`src/rtl/collatz_pkg.sv`:
```
// Shared types for the Collatz iterator: FSM states and result status codes.
package collatz_pkg;

    typedef enum logic [1:0] {
        StatusOk       = 2'd0,
        StatusOverflow = 2'd1,
        StatusZero     = 2'd2,
        StatusTimeout  = 2'd3
    } status_t;

    typedef enum logic [1:0] {
        StIdle = 2'd0,
        StRun  = 2'd1,
        StDone = 2'd2
    } state_t;

endpackage

```
`src/rtl/collatz_step_w.sv`:
```
// Single combinational Collatz step: halve even values, 3n+1 odd values with overflow detect.
module collatz_step_w #(
    parameter int unsigned WIDTH = 8
) (
    input  logic [WIDTH-1:0] cur_i,
    output logic [WIDTH-1:0] next_o,
    output logic             ovf_o
);

    logic [WIDTH+1:0] triple;

    always_comb begin
        // 3n+1 as 2n + n + 1, two guard bits catch results >= 2^WIDTH
        triple = {1'b0, cur_i, 1'b0} + {2'b00, cur_i} + {{(WIDTH+1){1'b0}}, 1'b1};
        next_o = cur_i[0] ? triple[WIDTH-1:0] : {1'b0, cur_i[WIDTH-1:1]};
        ovf_o  = cur_i[0] & (|triple[WIDTH+1:WIDTH]);
    end

endmodule

```
`src/rtl/collatz_runner.sv`:
```
// Iterates the Collatz step from a start value until it reaches 1, overflows or times out,
// then holds steps/peak/status behind a valid/ready result port.
module collatz_runner
    import collatz_pkg::*;
#(
    parameter int unsigned WIDTH     = 8,
    parameter int unsigned STEP_W    = 8,
    parameter int unsigned MAX_STEPS = 255
) (
    input  logic              clock,
    input  logic              reset_n,
    input  logic              start_valid,
    output logic              start_ready,
    input  logic [WIDTH-1:0]  start_value,
    output logic              result_valid,
    input  logic              result_ready,
    output logic [STEP_W-1:0] steps,
    output logic [WIDTH-1:0]  peak,
    output logic [1:0]        status,
    output logic              busy
);

    localparam logic [STEP_W-1:0] MaxSteps = STEP_W'(MAX_STEPS);
    localparam logic [WIDTH-1:0]  ValOne   = WIDTH'(1);

    state_t            state_q;
    status_t           status_q;
    logic [WIDTH-1:0]  cur_q;
    logic [WIDTH-1:0]  peak_q;
    logic [STEP_W-1:0] steps_q;
    logic              start_ready_q;
    logic              result_valid_q;
    logic              busy_q;

    logic [WIDTH-1:0]  step_next;
    logic              step_ovf;
    logic [STEP_W-1:0] steps_d;

    collatz_step_w #(
        .WIDTH(WIDTH)
    ) u_step (
        .cur_i (cur_q),
        .next_o(step_next),
        .ovf_o (step_ovf)
    );

    assign steps_d = steps_q + 1'b1;

    always_ff @(posedge clock or negedge reset_n) begin
        if (!reset_n) begin
            state_q        <= StIdle;
            status_q       <= StatusOk;
            cur_q          <= '0;
            peak_q         <= '0;
            steps_q        <= '0;
            start_ready_q  <= 1'b1;
            result_valid_q <= 1'b0;
            busy_q         <= 1'b0;
        end else begin
            unique case (state_q)
                StIdle: begin
                    if (start_valid) begin
                        start_ready_q <= 1'b0;
                        steps_q       <= '0;
                        status_q      <= StatusOk;
                        cur_q         <= start_value;
                        peak_q        <= start_value;
                        // 0 and 1 resolve without iterating
                        if (start_value == '0) begin
                            status_q       <= StatusZero;
                            result_valid_q <= 1'b1;
                            state_q        <= StDone;
                        end else if (start_value == ValOne) begin
                            result_valid_q <= 1'b1;
                            state_q        <= StDone;
                        end else begin
                            busy_q  <= 1'b1;
                            state_q <= StRun;
                        end
                    end
                end
                StRun: begin
                    if (step_ovf) begin
                        // cur/steps/peak keep the last in-range value
                        status_q       <= StatusOverflow;
                        busy_q         <= 1'b0;
                        result_valid_q <= 1'b1;
                        state_q        <= StDone;
                    end else begin
                        cur_q   <= step_next;
                        steps_q <= steps_d;
                        if (step_next > peak_q) begin
                            peak_q <= step_next;
                        end
                        if (step_next == ValOne) begin
                            status_q       <= StatusOk;
                            busy_q         <= 1'b0;
                            result_valid_q <= 1'b1;
                            state_q        <= StDone;
                        end else if (steps_d == MaxSteps) begin
                            status_q       <= StatusTimeout;
                            busy_q         <= 1'b0;
                            result_valid_q <= 1'b1;
                            state_q        <= StDone;
                        end
                    end
                end
                StDone: begin
                    if (result_ready) begin
                        result_valid_q <= 1'b0;
                        start_ready_q  <= 1'b1;
                        state_q        <= StIdle;
                    end
                end
                default: begin
                    state_q        <= StIdle;
                    start_ready_q  <= 1'b1;
                    result_valid_q <= 1'b0;
                    busy_q         <= 1'b0;
                end
            endcase
        end
    end

    assign start_ready  = start_ready_q;
    assign result_valid = result_valid_q;
    assign busy         = busy_q;
    assign steps        = steps_q;
    assign peak         = peak_q;
    assign status       = status_q;

    a_ready_valid_excl: assert property (@(posedge clock) disable iff (!reset_n)
        !(start_ready && result_valid));

    a_busy_run: assert property (@(posedge clock) disable iff (!reset_n)
        busy == (state_q == StRun));

    a_result_held: assert property (@(posedge clock) disable iff (!reset_n)
        (result_valid && !result_ready) |=> ($stable(steps) && $stable(peak) && $stable(status)));

endmodule

```
`config.mk`:
```
export PLATFORM = sky130hd
export DESIGN_NAME = collatz_runner
export DESIGN_NICKNAME = d
export VERILOG_FILES = /design/src/rtl/collatz_pkg.sv /design/src/rtl/collatz_step_w.sv /design/src/rtl/collatz_runner.sv
export SDC_FILE = /design/constraint.sdc
export NUM_CORES = 1
export LEC_CHECK = 0
export CORE_ASPECT_RATIO = 0.75
export CORE_MARGIN = 2
export CORE_UTILIZATION = 40
export CTS_BUF_LIST = sky130_fd_sc_hd__clkbuf_8
export DETAILED_ROUTE_END_ITERATION = 6
export HOLD_SLACK_MARGIN = 0.12
export PLACE_DENSITY = 0.72
export SLEW_MARGIN = 20
export SYNTH_ARGS = -nofsm -noshare
export SYNTH_HDL_FRONTEND = slang
export SYNTH_HIERARCHICAL = 1
export SYNTH_SLANG_ARGS = --single-unit
```
`constraint.sdc`:
```
create_clock -name clock -period 7.4 [get_ports clock]
set_input_delay 1.48 -clock clock [delete_from_list [all_inputs] [get_ports clock]]
set_output_delay 1.48 -clock clock [all_outputs]
set_load 0.02 [all_outputs]
```
* Word-level counts from Yosys, hierarchy flattened *
Index checks and enable logic that the tools add are counted.

operators by class
  bitwise gates (word level) = 3
  reductions and logical operators = 11
  equal/unequal tests = 13
  add/sub/neg operators = 3
  $lt $le $gt $ge = 1
  muxes and demuxes = 42

operators by type and width
  operator                                                               count
  8-bit two-way mux                                                      7
  8-bit case mux with 2 select lines                                     3
  2-bit two-way mux                                                      12
  8-bit by 1-bit equality test with 1-bit output, second input constant  2
  1-bit two-way mux                                                      15
  2-bit != test, second input constant                                   6
  3-bit AND reduction                                                    4
  10-bit by 1-bit adder with 10-bit output, second input constant        1
  9-bit by 8-bit adder with 10-bit output                                1
  1-bit case mux with 3 select lines                                     3
  8-bit by 1-bit adder with 8-bit output, second input constant          1
  8-bit equality test, second input constant                             1
  8-bit > comparator                                                     1
  8-bit logical NOT                                                      1
  4-bit AND reduction                                                    2
  2-bit case mux with 3 select lines                                     1
  5-bit AND reduction                                                    1
  4-bit != test, second input constant                                   1
  2-bit case mux with 2 select lines                                     1
  3-bit != test, second input constant                                   1
  2-bit by 1-bit equality test with 1-bit output, second input constant  1
  2-bit equality test, second input constant                             1
  2-bit logical NOT                                                      1
  1-bit inverter                                                         2
  other kinds (3)                                                        3

word-level totals
  register bits after elaboration = 31
  input bits = 12
  output and inout bits = 21
  logic and storage cells = 81

* Logic depth before layout (Yosys ltp) *
  depth after elaboration = 7
  gate-level depth with buffers = 13
  depth with buffers taken out = 13

* By module *
The synthesis kept the hierarchy.

modules (own cells, without submodules)
  module          times used  cells each  sequential area each (um^2)  area each (um^2)
  collatz_runner  1           186         777.0                        1821.7
  collatz_step_w  1           61          0.0                          496.7

* Least setup slack after synthesis *
Ideal clock, no wire load.

  path kind = register to register
  from = register cur_q[6]
  to = register status_q[1] (netlist: status[1])
  arrival = 2993 ps
  setup slack = 4279 ps
  data required time = 7272 ps
  cell stages (with the launch flop) = 14
  period minus slack after synthesis = 3121 ps
  buffers on the path = 1
  library setup time = 128 ps
  cell sequence = dfrtp_1 -> inv_1 -> ha_1 -> and2b_1 -> or4_4 -> o21ai_2 -> xor2_1 -> a31oi_1 -> or3b_1 -> clkbuf_1 -> a21oi_2 -> nand4_4 -> a31oi_1 -> a21oi_1

on the way
  elaborated cells on any way between the ends = 11
  classes of those cells = add/sub: 2; eq/ne: 2; mux: 4; bitwise: 1; reduce/logical: 2

RTL lines
  item                                                                                               RTL line              RTL
  from (decl)                                                                                        collatz_runner.sv:28  logic [WIDTH-1:0] cur_q;
  from (signal assigned)                                                                             collatz_runner.sv:66  cur_q <= start_value;
  from (signal assigned)                                                                             collatz_runner.sv:90  cur_q <= step_next;
  9-bit by 8-bit adder with 10-bit output *                                                          collatz_step_w.sv:14  triple = {1'b0, cur_i, 1'b0} + {2'b00, cur_i} + {{(WIDTH+1){1'b0}}, 1'b1};
  10-bit by 1-bit adder with 10-bit output *                                                         collatz_step_w.sv:14
  2-bit OR reduction *                                                                               collatz_step_w.sv:16  ovf_o = cur_i[0] & (|triple[WIDTH+1:WIDTH]);
  1-bit bitwise AND *                                                                                collatz_step_w.sv:16
  net step_ovf                                                                                       collatz_runner.sv:36  logic step_ovf;
  4-bit != test (no source line) / 2-bit two-way mux (equally long branches)                         -
  3-bit AND reduction (no source line) / 2-bit case mux with 2 select lines (equally long branches)  -
  to (signal assigned)                                                                               collatz_runner.sv:52  status_q <= StatusOk;
  to (signal assigned)                                                                               collatz_runner.sv:65  status_q <= StatusOk;
  to (signal assigned)                                                                               collatz_runner.sv:70  status_q <= StatusZero;
  to (decl)                                                                                          collatz_runner.sv:27  status_t status_q;

The timed path passes the listed nets; every way through them passes the cells marked *.
A chain may end at the register's enable or synchronous reset.

* Worst setup path after layout *
  from = register cur_q[0]
  to = register peak_q[1] (netlist: peak[1])

on the way
  cells in the longest elaborated chain, start to end = 6
  elaborated cells on any way between the ends = 12
  classes of those cells = add/sub: 2; order compare: 1; eq/ne: 2; mux: 4; bitwise: 1; reduce/logical: 2

RTL lines
  item                                      RTL line              RTL
  9-bit by 8-bit adder with 10-bit output   collatz_step_w.sv:14
  10-bit by 1-bit adder with 10-bit output  collatz_step_w.sv:14
  8-bit two-way mux *                       collatz_step_w.sv:15  next_o = cur_i[0] ? triple[WIDTH-1:0] : {1'b0, cur_i[WIDTH-1:1]};
  net step_next[7]                          collatz_runner.sv:35  logic [WIDTH-1:0] step_next;
  8-bit > comparator *                      collatz_runner.sv:92  if (step_next > peak_q) begin
  2-bit != test (no source line) *          -
  4-bit AND reduction (no source line) *    -
  to (signal assigned)                      collatz_runner.sv:67  peak_q <= start_value;
  to (signal assigned)                      collatz_runner.sv:93  peak_q <= step_next;
  to (decl)                                 collatz_runner.sv:29  logic [WIDTH-1:0] peak_q;

The timed path passes the listed nets; every way through them passes the cells marked *. The select of a mux whose other input is x is not followed.

==> flow_summary.ini <==
[clock_tree]
cts.sinks = 31
post_cts_buffers = 0
cts_made_buffers = 5
clk_path_buf_depth = 2
clk_transition_reported_paths_ns = 0.06
tritoncts = yes
cts_htree_levels = 2
hold_buffers = 0
worst_skew_pair.late_latency_ns = 0.28
postCtsResizedCells = 0
cts_root_buffer = clkbuf_8

[route]
vias = 2011
wl_per_cell_um = 15.7
detail-route-antenna-nets = 0
drc = 0
detailroute.wirelength.met3_um = 232
detail_route.first_pass.iterations = 4
finalWirelength_um = 5570
m1_wl_um = 2940
highest-signal-layer = met4
first_drt_iteration_drcs = 146
route.met2.wl_um = 2350
avgViaCountPerCell = 5.66

[yosys]
ys_warn_count = 6
synth.cell_area_um2 = 2320
synth_edf_count = 0
asyncSetResetFlopFracSynth = 1.00
ys_seq_area_frac = 0.335
dominantRegCellSynth = dfrtp_1
flop_and_latch_count_out_of_synthesis = 31
postSynthCellCount = 247
yosys.cell_types.count = 56
postSynthNetCount = 281
syn_avg_cell_area_um2 = 9.39

[sta]
worst_pin_slew_ns = 0.965
slew-limit-headroom = 0.355
max_freq_ghz = 0.282
timing.final.crit_period_ns = 3.54
final.hold.worst_slack_ns = 0.499
timing_max_transition_violations_final = 0
finalClockSkew_ns = 0.00234
finalHoldViolCount = 0
rsz0062_at_grt = false
layout_worst_path_cycle_share = 0.479
setup_total_negative_slack_ns = 0
number_of_setup_violations_in_the_final_report = 0

[layout]
area_growth_pct = 21.0
layout-drive-gt1-share = 0.0929
diode_count = 0
design.final.nets = 313

[die]
io-pin-count = 33
start_util = 0.424
core_um2 = 5470
num_rows = 23
die_h_um = 69.9
die_area_um2 = 6430
die_x_um = 91.9

[critical_path]
worst-path-buf-inv = 0
crit_path_top_delay_cell = dfrtp_1
worstSetupEndpointType = register
path_class = register to register
worst_path_dominant_cell_family = compound AO/OA/AOI/OAI gates
worstReg2RegStart = cur_q[0]
ordered_list_of_cells_on_the_worst_path = fa_1 -> a21o_1 -> a21oi_1 -> nor2b_1 -> mux2i_1 -> a311o_1 -> ha_1 -> nand4_1 -> o21ai_0 -> o21ai_1 -> a31oi_4 -> mux2i_1
worst-endpoint-arrival_ns = 3.74
setup.worst_path.start_class = register
worstPathMaxFanout = 16
critical-path-max-stage-delay_ns = 0.57
worstPathRequired_ns = 7.60
timing.critical_path.from = cur_q[0]
cell_repeated_most_along_the_worst_path = mux2i_1

[global_routing]
grt_pass1_wl_um = 9360
grt_max_degree = 32
grt_pass1_vias = 1952
grt_overflow = 0
grt_util_all_layers = 0.178
grt_antenna_before_repair = 0

[status]
run_status = completed

[job]
drv_cap = 0

[min_path]
hold_path.startpoint = result_valid
class_of_the_most_critical_hold_timing_path = register to register

[placed_design]
portBuffers = 32
hpwlAfterDp_um = 4170
gp_congestion = 0.940
[stage by stage]
step                utilization  setup slack, ns  area [um2]  instances
floorplan                     -             4.28        2320        247
global placement          0.495             3.85        2710        347
detailed placement        0.495             3.82        2710        347
CTS                       0.513             3.86        2810        355
global route              0.513             3.65        2810        355
finish                    0.513             3.86        2810        355
[logic make-up (layout without fill, tap and decap cells)]
| group | Yosys count | in the layout | share of synthesized area |
|---|---|---|---|
| AO/OA/AOI/OAI | 67 | 67 | 0.189 |
| multiplexers | 22 | 22 | 0.0966 |
| adder cells (fa/ha/maj) | 22 | 22 | 0.122 |
| buffers and inverters | 24 | 57 | 0.0405 |
| flip-flops | 31 | 31 | 0.335 |
| XOR/XNOR | 4 | 4 | 0.0151 |
| AND/OR/NAND/NOR | 77 | 77 | 0.201 |
[path summary, 6_finish.rpt]
path                                      to  slack [ns]  depth (start not counted)
worst max-delay path                 peak[1]        3.86                         12
worst max register to register       peak[1]        3.86                         12
max in group asynchronous        start_ready        5.48                          2
worst min register to register  result_valid        0.50                          2
worst min-delay path            result_valid        0.50                          2
min in group asynchronous           cur_q[5]        1.59                          2
[Yosys cell counts (5+ instances only)]
cell,count,area [um2]
mux2i_1,19,190
o21ai_0,17,85.1
nor2_1,17,63.8
nand4_1,6,37.5
nor2b_1,5,31.3
inv_1,16,60.1
nand2_1,13,48.8
ha_1,21,263
clkbuf_1,5,18.8
a21oi_1,23,115
nand3_1,6,30.0
dfrtp_1,30,751
[registers in the layout, indices dropped and copies added, names as in the netlist]
name and count:
busy 1, state_q 2, start_ready 1, status 2, peak 8, cur_q 8, steps 8, result_valid 1
[cells in the final DEF (no fill, tap or decap), drive strengths merged, types with 2 or more instances in the layout]
cell	instances
a21o	3
a21oi	24
a311o	2
a31oi	4
a32oi	2
and2	2
and2b	2
and3	2
clkbuf	7
clkdlybuf4s50	32
dfrtp	30
ha	21
inv	17
mux2	3
mux2i	19
nand2	14
nand3	6
nand4	8
nor2	17
nor2b	5
nor3	2
nor3b	2
nor4	3
o211ai	3
o21a	2
o21ai	19
o2bb2ai	2
o31ai	3
or2	2
or3	3
or4	3
xnor2	2
xor2	2
[routing by layer]
metal / GRT usage / vias up
met1: 0.265 / 979
li1: - / 981
met5: 0 / -
met2: 0.261 / 43
met3: 0.0421 / 8
met4: 0.0464 / 0
[layout make-up]
type,instances,area [um2]
sequential,31,777
clock inverter,1,3.75
clock buffer,7,96.3
tap,75,93.8
fill,511,2660
timing repair buffer,33,328
multi-input combinational,192,1450
inverter,16,60.1
[worst min-delay path, delay by kind of cell, from the launching register on]
family             cells  cell delay (ns)
AOI/OAI and AO/OA      1             0.06
and+or+nand+nor        1             0.06
DFF                    1             0.34
Power is not shown: default switching activity piles up to over one toggle a cycle in this logic, so the estimate is an artifact.
